## config.mk

```make
export PLATFORM = sky130hd
export DESIGN_NAME = mu0_bus_responder
export DESIGN_NICKNAME = d
export VERILOG_FILES = /design/src/rtl/mu0_bus_responder.sv
export SDC_FILE = /design/constraint.sdc
export NUM_CORES = 1
export LEC_CHECK = 0
export ABC_AREA = 1
export BUFFER_PORTS_ARGS = -buffer_cell sky130_fd_sc_hd__buf_2
export CAP_MARGIN = 20
export CORE_ASPECT_RATIO = 0.7
export CORE_MARGIN = 3
export CORE_UTILIZATION = 45
export DETAILED_ROUTE_END_ITERATION = 6
export PLACE_DENSITY_LB_ADDON = 0.05
export SYNTH_ARGS = -nofsm -noshare
export SYNTH_HDL_FRONTEND = slang
export SYNTH_SLANG_ARGS = --single-unit
```

## constraint.sdc

```tcl
create_clock -name Clk -period 2.2 [get_ports Clk]
set_input_delay 0.22 -clock Clk [delete_from_list [all_inputs] [get_ports Clk]]
set_output_delay 0.22 -clock Clk [all_outputs]
set_load 0.02 [all_outputs]
```

## src/rtl/mu0_bus_responder.sv

```systemverilog
// mu0_bus_responder
//   Memory-mapped I/O target on the MU0 word bus. It claims four consecutive
//   word addresses starting at BASE_ADDR. The top level selects this block's
//   Din whenever `hit` is high, and otherwise selects MU0_Memory's Din.
//
//   Register map (offset = Addr[1:0]):
//     0 TXDATA  write: push Dout into the TX FIFO   read: 16'h0000
//     1 STATUS  read : {11'b0, ovf, rx_full, tx_full, tx_empty, 1'b0}
//               write: Dout[4]=1 clears the sticky ovf flag
//     2 RXDATA  read : held RX word (no side effect)
//     3 RXACK   write: release the RX holding register  read: 16'h0000
//
// Ports
//   Clk, Reset        clock; synchronous active-low reset
//   Addr, Dout, Wr    MU0 bus address, write data and write strobe
//   Din, hit          read data and window-select (both combinational)
//   tx_data/valid/ready  TX FIFO head towards an external consumer
//   rx_data/valid/ready  external producer into the RX holding register
module mu0_bus_responder #(
  parameter logic [11:0] BASE_ADDR  = 12'hFF0,
  parameter int unsigned FIFO_DEPTH = 4
) (
  input  logic        Clk,
  input  logic        Reset,
  input  logic [11:0] Addr,
  input  logic [15:0] Dout,
  input  logic        Wr,
  output logic [15:0] Din,
  output logic        hit,
  output logic [15:0] tx_data,
  output logic        tx_valid,
  input  logic        tx_ready,
  input  logic [15:0] rx_data,
  input  logic        rx_valid,
  output logic        rx_ready
);

  localparam int unsigned PTR_W = (FIFO_DEPTH > 1) ? $clog2(FIFO_DEPTH) : 1;
  localparam int unsigned CNT_W = $clog2(FIFO_DEPTH + 1);
  localparam logic [CNT_W-1:0] FULL_COUNT = CNT_W'(FIFO_DEPTH);

  localparam logic [1:0] OFF_TXDATA = 2'd0;
  localparam logic [1:0] OFF_STATUS = 2'd1;
  localparam logic [1:0] OFF_RXDATA = 2'd2;
  localparam logic [1:0] OFF_RXACK  = 2'd3;

  // TX FIFO state
  logic [15:0]      mem [FIFO_DEPTH];
  logic [PTR_W-1:0] rd_ptr;
  logic [PTR_W-1:0] wr_ptr;
  logic [CNT_W-1:0] count;

  // RX and status state
  logic [15:0] rx_reg;
  logic        rx_full;
  logic        ovf;

  // Bus decode
  logic [1:0] offset;
  logic       bus_wr;
  logic       push_req;
  logic       ovf_clr;
  logic       rx_ack;

  // FIFO control
  logic tx_full;
  logic tx_empty;
  logic pop;
  logic push_ok;
  logic overflow;
  logic capture;

  assign hit      = (Addr[11:2] == BASE_ADDR[11:2]);
  assign offset   = Addr[1:0];
  assign bus_wr   = hit & Wr;
  assign push_req = bus_wr & (offset == OFF_TXDATA);
  assign ovf_clr  = bus_wr & (offset == OFF_STATUS) & Dout[4];
  assign rx_ack   = bus_wr & (offset == OFF_RXACK);

  assign tx_full  = (count == FULL_COUNT);
  assign tx_empty = (count == '0);
  assign tx_valid = ~tx_empty;
  assign tx_data  = mem[rd_ptr];
  assign pop      = tx_valid & tx_ready;

  // A pop in the same cycle frees the slot a push into a full FIFO needs;
  // with a full FIFO wr_ptr == rd_ptr, so the head is read out before the
  // overwrite lands on the same edge.
  assign push_ok  = push_req & (~tx_full | pop);
  assign overflow = push_req & tx_full & ~pop;

  assign rx_ready = ~rx_full;
  assign capture  = rx_valid & rx_ready;

  // FIFO pointers, occupancy and sticky overflow
  always_ff @(posedge Clk) begin
    if (!Reset) begin
      rd_ptr <= '0;
      wr_ptr <= '0;
      count  <= '0;
      ovf    <= 1'b0;
    end else begin
      if (push_ok) begin
        wr_ptr <= wr_ptr + PTR_W'(1);
      end
      if (pop) begin
        rd_ptr <= rd_ptr + PTR_W'(1);
      end
      if (push_ok && !pop) begin
        count <= count + CNT_W'(1);
      end else if (pop && !push_ok) begin
        count <= count - CNT_W'(1);
      end
      // A coincident overflow beats a software clear.
      if (overflow) begin
        ovf <= 1'b1;
      end else if (ovf_clr) begin
        ovf <= 1'b0;
      end
    end
  end

  // FIFO storage is not reset; occupancy alone decides what is valid.
  always_ff @(posedge Clk) begin
    if (Reset && push_ok) begin
      mem[wr_ptr] <= Dout;
    end
  end

  // RX holding register: capture only while empty, ack only matters while full
  always_ff @(posedge Clk) begin
    if (!Reset) begin
      rx_full <= 1'b0;
      rx_reg  <= '0;
    end else if (capture) begin
      rx_full <= 1'b1;
      rx_reg  <= rx_data;
    end else if (rx_ack) begin
      rx_full <= 1'b0;
    end
  end

  // Read mux; MU0 has no read strobe, so reads never change state.
  always_comb begin
    Din = '0;
    if (hit) begin
      case (offset)
        OFF_STATUS: Din = {11'b0, ovf, rx_full, tx_full, tx_empty, 1'b0};
        OFF_RXDATA: Din = rx_reg;
        default:    Din = '0;
      endcase
    end
  end

endmodule

```

### Yosys cells after proc, flatten, opt, wreduce, memory -nomap -nowiden

Memory sizes are Yosys's and may differ from the RTL's. A register that Yosys moved wholly into a read port is not among the register bits.
Cells that the tools add are included.

* register bits after elaboration: 25
* memory bits (writable): 64
* bits of input ports: 49
* output and inout bits: 35
* logic and storage cells: 53
* memories kept: 1

Memories
* mem: depth 4, bits a word 16, read ports 1, clocked after memory_dff 1, wr ports 1, RTL line 48 `logic [15:0] mem [FIFO_DEPTH];`

* add/subtract/negate cells: 4
* equal/unequal tests: 5
* mux-type cells: 12
* bitwise operators: 15
* reductions and logical operators: 10

Operator list (number)
* $pmux W16 S2: 1
* $mux W16: 1
* $and A1 B1 Y1: 10
* $eq A10 B10 Y1 const B: 1
* $mux W1: 6
* $mux W3: 2
* $reduce_bool A2 Y1: 3
* $add A2 B1 Y2 const B: 2
* $eq A2 B2 Y1 const B: 2
* $mux W2: 2
* $not A1 Y1: 4
* $add A3 B1 Y3 const B: 1
* $eq A3 B3 Y1 const B: 1
* $logic_and A1 B1 Y1: 3
* $logic_not A3 Y1: 1
* $sub A3 B1 Y3 const B: 1
* $eq A2 B1 Y1 const B: 1
* $logic_not A1 Y1: 2
* $logic_not A2 Y1: 1
* $or A1 B1 Y1: 1

### Longest topological paths before layout

Gate-level depths: netlist of run 1.

* depth in word-level cells: 9
* depth in mapped cells: 14
* depth with buffers taken out: 14

### Least setup slack after synthesis of run 1

OpenSTA, ideal clock, no wires.

* path kind: register to register
* start: reg count[0]
* end: reg count[2]
* library setup time: 70 ps
* data arrival time: 1780 ps
* data required time: 2130 ps
* path slack: 350 ps
* cell stages (with the launch flop): 15
* path buffers: 0
* period minus slack after synthesis: 1850 ps
* cells stage by stage: dfxtp_1 > inv_1 > nand3_1 > inv_1 > nand2_1 > nand4_4 > inv_2 > ha_1 > inv_1 > fa_1 > nor2_1 > nor2_1 > nand2_1 > o21ai_0 > a21oi_1

* longest elaborated chain between the ends: 8
* elaborated cells on any way between the ends: 16
* classes of those cells: add/sub: 2; eq/ne: 1; mux: 2; bitwise: 5; reduce/logical: 6

RTL lines
* start: declaration: RTL line 51 `logic [CNT_W-1:0] count;`
* start signal: assignment: RTL line 110 `count <= count + CNT_W'(1);`
* start signal: assignment: RTL line 112 `count <= count - CNT_W'(1);`
* $logic_not A3 Y1: RTL line 81 `assign tx_empty = (count == '0);`
* $not A1 Y1: RTL line 82 `assign tx_valid = ~tx_empty;`
* $and A1 B1 Y1: RTL line 84 `assign pop = tx_valid & tx_ready;`
* $or A1 B1 Y1: RTL line 89 `assign push_ok = push_req & (~tx_full | pop);`
* $and A1 B1 Y1: RTL line 89
* $logic_not A1 Y1: RTL line 111 `end else if (pop && !push_ok) begin`
* $logic_and A1 B1 Y1: RTL line 111
* $reduce_bool A2 Y1 (no source line)

Parallel ways exist; a longest one is shown, timed or not. The select of a mux whose other input is x is not followed.
A chain may end at the register's enable or synchronous reset.

==> results of run 1 <==
## metal layers
metal	GRT usage, %	part of all wire (%)	up-vias
met4	4.34	0.33	0
met5	0	0	-
met3	6.12	6.1	2
met1	24.4	49	1261
met2	26.5	45	73
li1	-	-	1396
## placed cells by master (no fill, tap or decap)
cell / netlist / final
edfxtp_1: 64 / 64
inv_2: 3 / 3
o22ai_1: 16 / 16
nand3_1: 3 / 3
ha_1: 9 / 9
clkinv_1: 0 / 3
fa_2: 0 / 1
inv_1: 21 / 21
clkbuf_16: 0 / 9
o21ai_0: 53 / 53
nand2_2: 1 / 1
bufinv_16: 0 / 3
a21oi_1: 12 / 12
dfxtp_1: 27 / 25
nand3_2: 1 / 1
nand4_1: 2 / 2
nand4_4: 1 / 1
clkinv_2: 0 / 1
buf_4: 1 / 11
nand3b_1: 1 / 1
buf_2: 1 / 83
nor2_1: 84 / 84
nand2_4: 1 / 1
nor2_2: 5 / 5
dfxtp_2: 0 / 2
nand2_1: 36 / 36
nor2_8: 1 / 1
## logic make-up after synthesis
family / share of synthesized area, %
buf+inv: 4.03
simple gates: 15.6
flops: 65.5
fa+ha+maj: 3.53
compound gates: 11.3
## per-stage QoR
step,hold slack (ns),setup WS [ns],power [W],instance area [µm²],utilization (%)
finish,0.102,0.202,0.00444,4660,58.4
global route,0.0934,0.00719,0.00468,4660,58.4
CTS,0.0874,0.0903,0.00448,4640,58.3
detailed placement,0.438,0.111,0.00280,4310,54.1
global placement,0.438,0.226,0.00278,4310,54.1
floorplan,0.319,0.350,0.00250,3760,-
## path summary, 6_finish.rpt
kind                      to  slack (ns)  cells after the start
setup reg to reg    count[2]        0.21                     14
hold reg to reg          ovf        0.46                      2
setup / recovery  tx_data[2]        0.20                      5
hold / removal     mem[3][6]        0.10                      1
## worst reg2reg max path: cells and delay by family (launching register included)
family | cells | cell delay [ns]
AO/OA/AOI/OAI | 2 | 0.18
adder cells (fa/ha/maj) | 2 | 0.49
buffers and inverters | 4 | 0.32
flip-flops | 1 | 0.35
AND/OR/NAND/NOR | 6 | 0.58
## cell type report
type / instances / area (µm²) / area share [%]
clock buffer: 9 / 225 / 4.84
clock inverter: 7 / 106 / 2.28
inverter: 24 / 90.1 / 1.93
multi-input combinational: 227 / 1150 / 24.6
sequential: 91 / 2460 / 52.9
tap: 101 / 126 / 2.71
timing repair buffer: 94 / 498 / 10.7
## power breakdown
group	switching [W]	internal [W]
Sequential	0.0000382	0.00189
Clock	0.000583	0.00109
Combinational	0.000558	0.000276
Total	0.00118	0.00327
## repair_timing
action | CTS | global route
endpoints found under the setup margin | 0 | 1
setup buffers | 0 | 1
gates resized for setup | 0 | 3
hold endpoints to repair | 0 | 0
==> qor.csv, run 1 <==
stage,metric,value,unit
outcome,status,completed,
critical_path,CP Launch Type,register,
clock_network,"Hold-fix buffers, CTS",0,
route,"antenna viol nets, final",0,
critical_path,"Req. time, crit path",1.98,ns
yosys,top-count cell post-synth,nor2_1,
yosys,Cells after Synth,357,
clock_network,Sink Count,91,
global_routing,vias in the first global route,2547,
critical_path,largest fanout on the critical path,18,
yosys,Netlist Area Pre-Place,0.00376,mm²
timing,final setup fails,0,
placed_design,IO buf count,83,
clock_network,Clock Latency Late Sink,0.33,ns
timing,Max-slew headroom,60.8,%
global_routing,pin count of the biggest net entering global routing,33,
route,DRC viols,0,
timing,fin crit share,90.8,%
global_routing,first-pass GRT wire length,12600,µm
yosys,Async SR Flop Fraction,0,%
cells_and_area,# fillers,712,
timing,RSZ-0062 raised after global routing,false,
global_routing,"Remaining Overflow, GRT",0,
pwr,Leak Pwr,1.89,nW
yosys,"Distinct cells, synth",24,
pwr,VDD IR max,627,µV
clock_network,clk root buf,clkbuf_16,
clock_network,total CTS buffers,9,
critical_path,CP Class,register to primary output,
yosys,top-area cell type share of the netlist area,51.1,%
floorplanning,# IOs,84,
route,drt wl/cell,14.1,µm
critical_path,"Buf+Inv Stages, Crit Path",3,
pwr,Power Density,954,mW/mm²
global_routing,initial antenna violation count,0,
critical_path,CP max stage delay,0.40,ns
critical_path,reg-to-reg startpoint,count[0],
timing,max-slew violations,0,
critical_path,"Arr. time, crit path",1.78,ns
floorplanning,DIE WIDTH,115,µm
floorplanning,row cnt,27,
route,Pre-antenna DRT Iters,4,
timing,Final min period,2.00,ns
yosys,leading area contributor after synthesis,edfxtp_1,
critical_path,Worst Setup End Kind,primary output,
route,DR vias/cell,4.94,
min_path,Hold Path Origin,Dout[6],
floorplanning,die footprint,0.00950,mm²
floorplanning,Die Y,82.5,µm
yosys,Post-synth top flop,edfxtp_1,
yosys,register area share after synthesis,65.5,%
timing,TNS Setup,0,ns
yosys,post-synth net total,416,
cells_and_area,fraction of layout instances using a drive strength above 1,27.2,%
timing,clock skew,0.00273,ns
timing,FMAX,0.501,GHz
job,maxcap violations,0,
timing,endpoints failing hold,0,
cells_and_area,final non-filler cell total,553,
cells_and_area,Area growth syn-to-layout,23.9,%
yosys,number of synthesized register bits,91,
global_routing,Overall Global Routing Usage,17.5,%
placed_design,DP Cell Count,536,
yosys,top post-synthesis cells by area,"edfxtp_1 51%, dfxtp_1 14%, nor2_1 8.4%",
yosys,post-synthesis area per instance,10.5,µm²
floorplanning,initial core utilization,47.1,%
clock_network,clk buf depth,2,
route,Initial DRC Count,160,
clock_network,CTS clock-pin slew for the worst setup and hold paths,0.06,ns
clock_network,CTS tree,done,
route,via count,2732,
floorplanning,core footprint,0.00797,mm²
clock_network,H-Tree Depth,3,
yosys,Post-synth top cells,"84 x nor2_1, 64 x edfxtp_1, 53 x o21ai_0",
yosys,yosys warns,0,
min_path,worst hold path class,input port to register,
route,Routed Wire Length,7810,µm
placed_design,Post-DP HPWL,5210,µm
critical_path,crit-path cells,inv_1 > buf_4 > o21ai_0 > o22ai_1 > buf_2,
cells_and_area,# diodes,0,
placed_design,GP Congestion,0.767,
yosys,"EDFF count, synth",64,
cells_and_area,fin nets,506,
timing,worst-margin pin slew,0.588,ns
cells_and_area,max FFs per register,64,
critical_path,crit-path leading delay family,buffers and inverters,
critical_path,crit path max-delay cell type,inv_1,
No activity file was read; power rests on OpenSTA's default activity.
==> run 2, diff against run 1 <==
--- a/config.mk
+++ b/config.mk
@@ -10,7 +10,7 @@
 export CAP_MARGIN = 20
 export CORE_ASPECT_RATIO = 0.7
 export CORE_MARGIN = 3
-export CORE_UTILIZATION = 45
+export CORE_UTILIZATION = 54
 export DETAILED_ROUTE_END_ITERATION = 6
 export PLACE_DENSITY_LB_ADDON = 0.05
 export SYNTH_ARGS = -nofsm -noshare
==> run 2 against run 1 <==
Combinational power down 4.0%; core utilization grew 11 points; count of clock-buffer cells in the layout up 2; via count shrank 1.2%; flip-flop and latch count did not move; critical path depth down 1; first-iteration DRC count decreased by 22%; sequential share of layout area rose by 1.6 points; worst setup slack lost 0.042 ns; critical endpoint is now tx_data[13]; highest routed layer unchanged.
==> qor.csv, run 2 (synthesized netlist as in run 1, its figures left out) <==
stage,metric,value,unit
global_routing,initial antenna violation count,0,
critical_path,"Req. time, crit path",1.98,ns
clock_network,Clock Latency Late Sink,0.35,ns
cells_and_area,# diodes,0,
timing,fin crit share,92.7,%
clock_network,clk root buf,clkbuf_8,
timing,worst setup margin,0.161,ns
outcome,status,completed,
cells_and_area,max FFs per register,64,
floorplanning,DIE WIDTH,106,µm
cells_and_area,Area growth syn-to-layout,20.4,%
global_routing,pin count of the biggest net entering global routing,33,
critical_path,crit path max-delay cell type,dfxtp_1,
floorplanning,die footprint,0.00801,mm²
floorplanning,# IOs,84,
timing,worst-margin pin slew,0.596,ns
clock_network,H-Tree Depth,3,
timing,RSZ-0062 raised after global routing,false,
timing,final setup fails,0,
pwr,Leak Pwr,1.83,nW
route,DR vias/cell,4.98,
job,maxcap violations,0,
cells_and_area,# fillers,532,
timing,Final min period,2.04,ns
route,drt wl/cell,14.0,µm
timing,Max-slew headroom,60.2,%
timing,endpoints failing hold,0,
route,Initial DRC Count,125,
placed_design,pre-CTS setup slack,0.178,ns
cells_and_area,fraction of layout instances using a drive strength above 1,27.3,%
clock_network,total CTS buffers,9,
placed_design,IO buf count,83,
route,Routed Wire Length,7570,µm
clock_network,Sink Count,91,
route,Pre-antenna DRT Iters,4,
clock_network,CTS clock-pin slew for the worst setup and hold paths,0.08,ns
clock_network,clk buf depth,2,
cells_and_area,Multi-input gate area,0.00115,mm²
critical_path,CP Class,register to primary output,
timing,max-slew violations,0,
cells_and_area,sequential cell area,0.00246,mm²
pwr,Power Density,870,mW/mm²
placed_design,GP Congestion,0.877,
route,DRC viols,0,
critical_path,Worst Setup End Kind,primary output,
clock_network,CTS tree,done,
route,via count,2699,
global_routing,"Remaining Overflow, GRT",0,
timing,TNS Setup,0,ns
pwr,VDD IR max,475,µV
route,"antenna viol nets, final",0,
floorplanning,row cnt,24,
critical_path,CP Launch Type,register,
global_routing,Overall Global Routing Usage,19.9,%
cells_and_area,"commonest cells after routing, fill and taps aside","84 x nor2_1, 83 x buf_2, 64 x edfxtp_1, 53 x o21ai_0, 36 x nand2_1",
global_routing,first-pass GRT wire length,12200,µm
min_path,worst hold path class,input port to register,
critical_path,CP max stage delay,0.56,ns
global_routing,vias in the first global route,2561,
floorplanning,core footprint,0.00649,mm²
floorplanning,initial core utilization,57.9,%
cells_and_area,"most common cell after layout, fill and taps aside",nor2_1,
placed_design,Post-DP HPWL,5130,µm
floorplanning,Die Y,75.8,µm
timing,clock skew,0.0121,ns
critical_path,crit-path cells,buf_4 > o21ai_0 > o22ai_1 > buf_2,
cells_and_area,final core utilization,69.8,%
cells_and_area,fin nets,505,
critical_path,largest fanout on the critical path,22,
critical_path,"Arr. time, crit path",1.82,ns
timing,FMAX,0.490,GHz
-- run 2: cell types whose count changed in the layout (fill, tap and decap cells not counted), moves of 2 or more --
cell	before	now
clkbuf_1	0	2
clkbuf_16	9	0
clkbuf_8	0	9
clkinv_1	3	0
-- run 2: cell type report --
type	count	area share (%)
clock buffer	11	2.90
clock inverter	5	1.88
inverter	24	1.99
multi-input combinational	227	25.4
sequential	91	54.5
tap	91	2.52
timing repair buffer	93	10.8
-- run 2: worst max-delay path, delay by kind of cell, from the launching register on --
family          cells  cell delay [ns]
buf+inv             2             0.54
flops               1             0.56
compound gates      2             0.37
-- run 2: what timing repair did --
action                                  CTS  global route
buffers inserted                          0             1
hold buffers                              0             0
gates resized for setup                   0             3
endpoints found under the setup margin    0             1
-- run 2: final timing paths --
path | startpoint | endpoint | slack (ns) | cells after the start
setup / recovery | register | tx_data[13] | 0.16 | 4
hold / removal | Dout[8] | mem[1][8] | 0.08 | 1
setup reg to reg | count[1] | count[2] | 0.27 | 14
hold reg to reg | rd_ptr[1] | register | 0.47 | 2
-- run 2: report_power, final --
group / total, W / switching [W] / internal (W)
registers: 0.00194 / 0.0000530 / 0.00189
clock network: 0.00119 / 0.000547 / 0.000647
logic: 0.000800 / 0.000532 / 0.000267
-- run 2: metrics by stage --
| stage | total power (W) | instances | instance area, µm² | hold WS (ns) |
|---|---|---|---|---|
| global route | 0.00416 | 542 | 4520 | 0.0606 |
| CTS | 0.00397 | 541 | 4510 | 0.0630 |
| floorplan | 0.00250 | 357 | 3760 | 0.319 |
| detailed placement | 0.00278 | 525 | 4290 | 0.436 |
| global placement | 0.00276 | 525 | 4290 | 0.437 |
| finish | 0.00394 | 542 | 4520 | 0.0827 |
-- run 2: routing by layer --
layer | vias to the layer above | global-route usage (%) | routed length, µm
li1 | 1395 | - | -
met1 | 1216 | 27.2 | 3530
met2 | 84 | 30.9 | 3500
met3 | 4 | 6.01 | 504
met4 | 0 | 7.18 | 37
met5 | - | 0 | 0
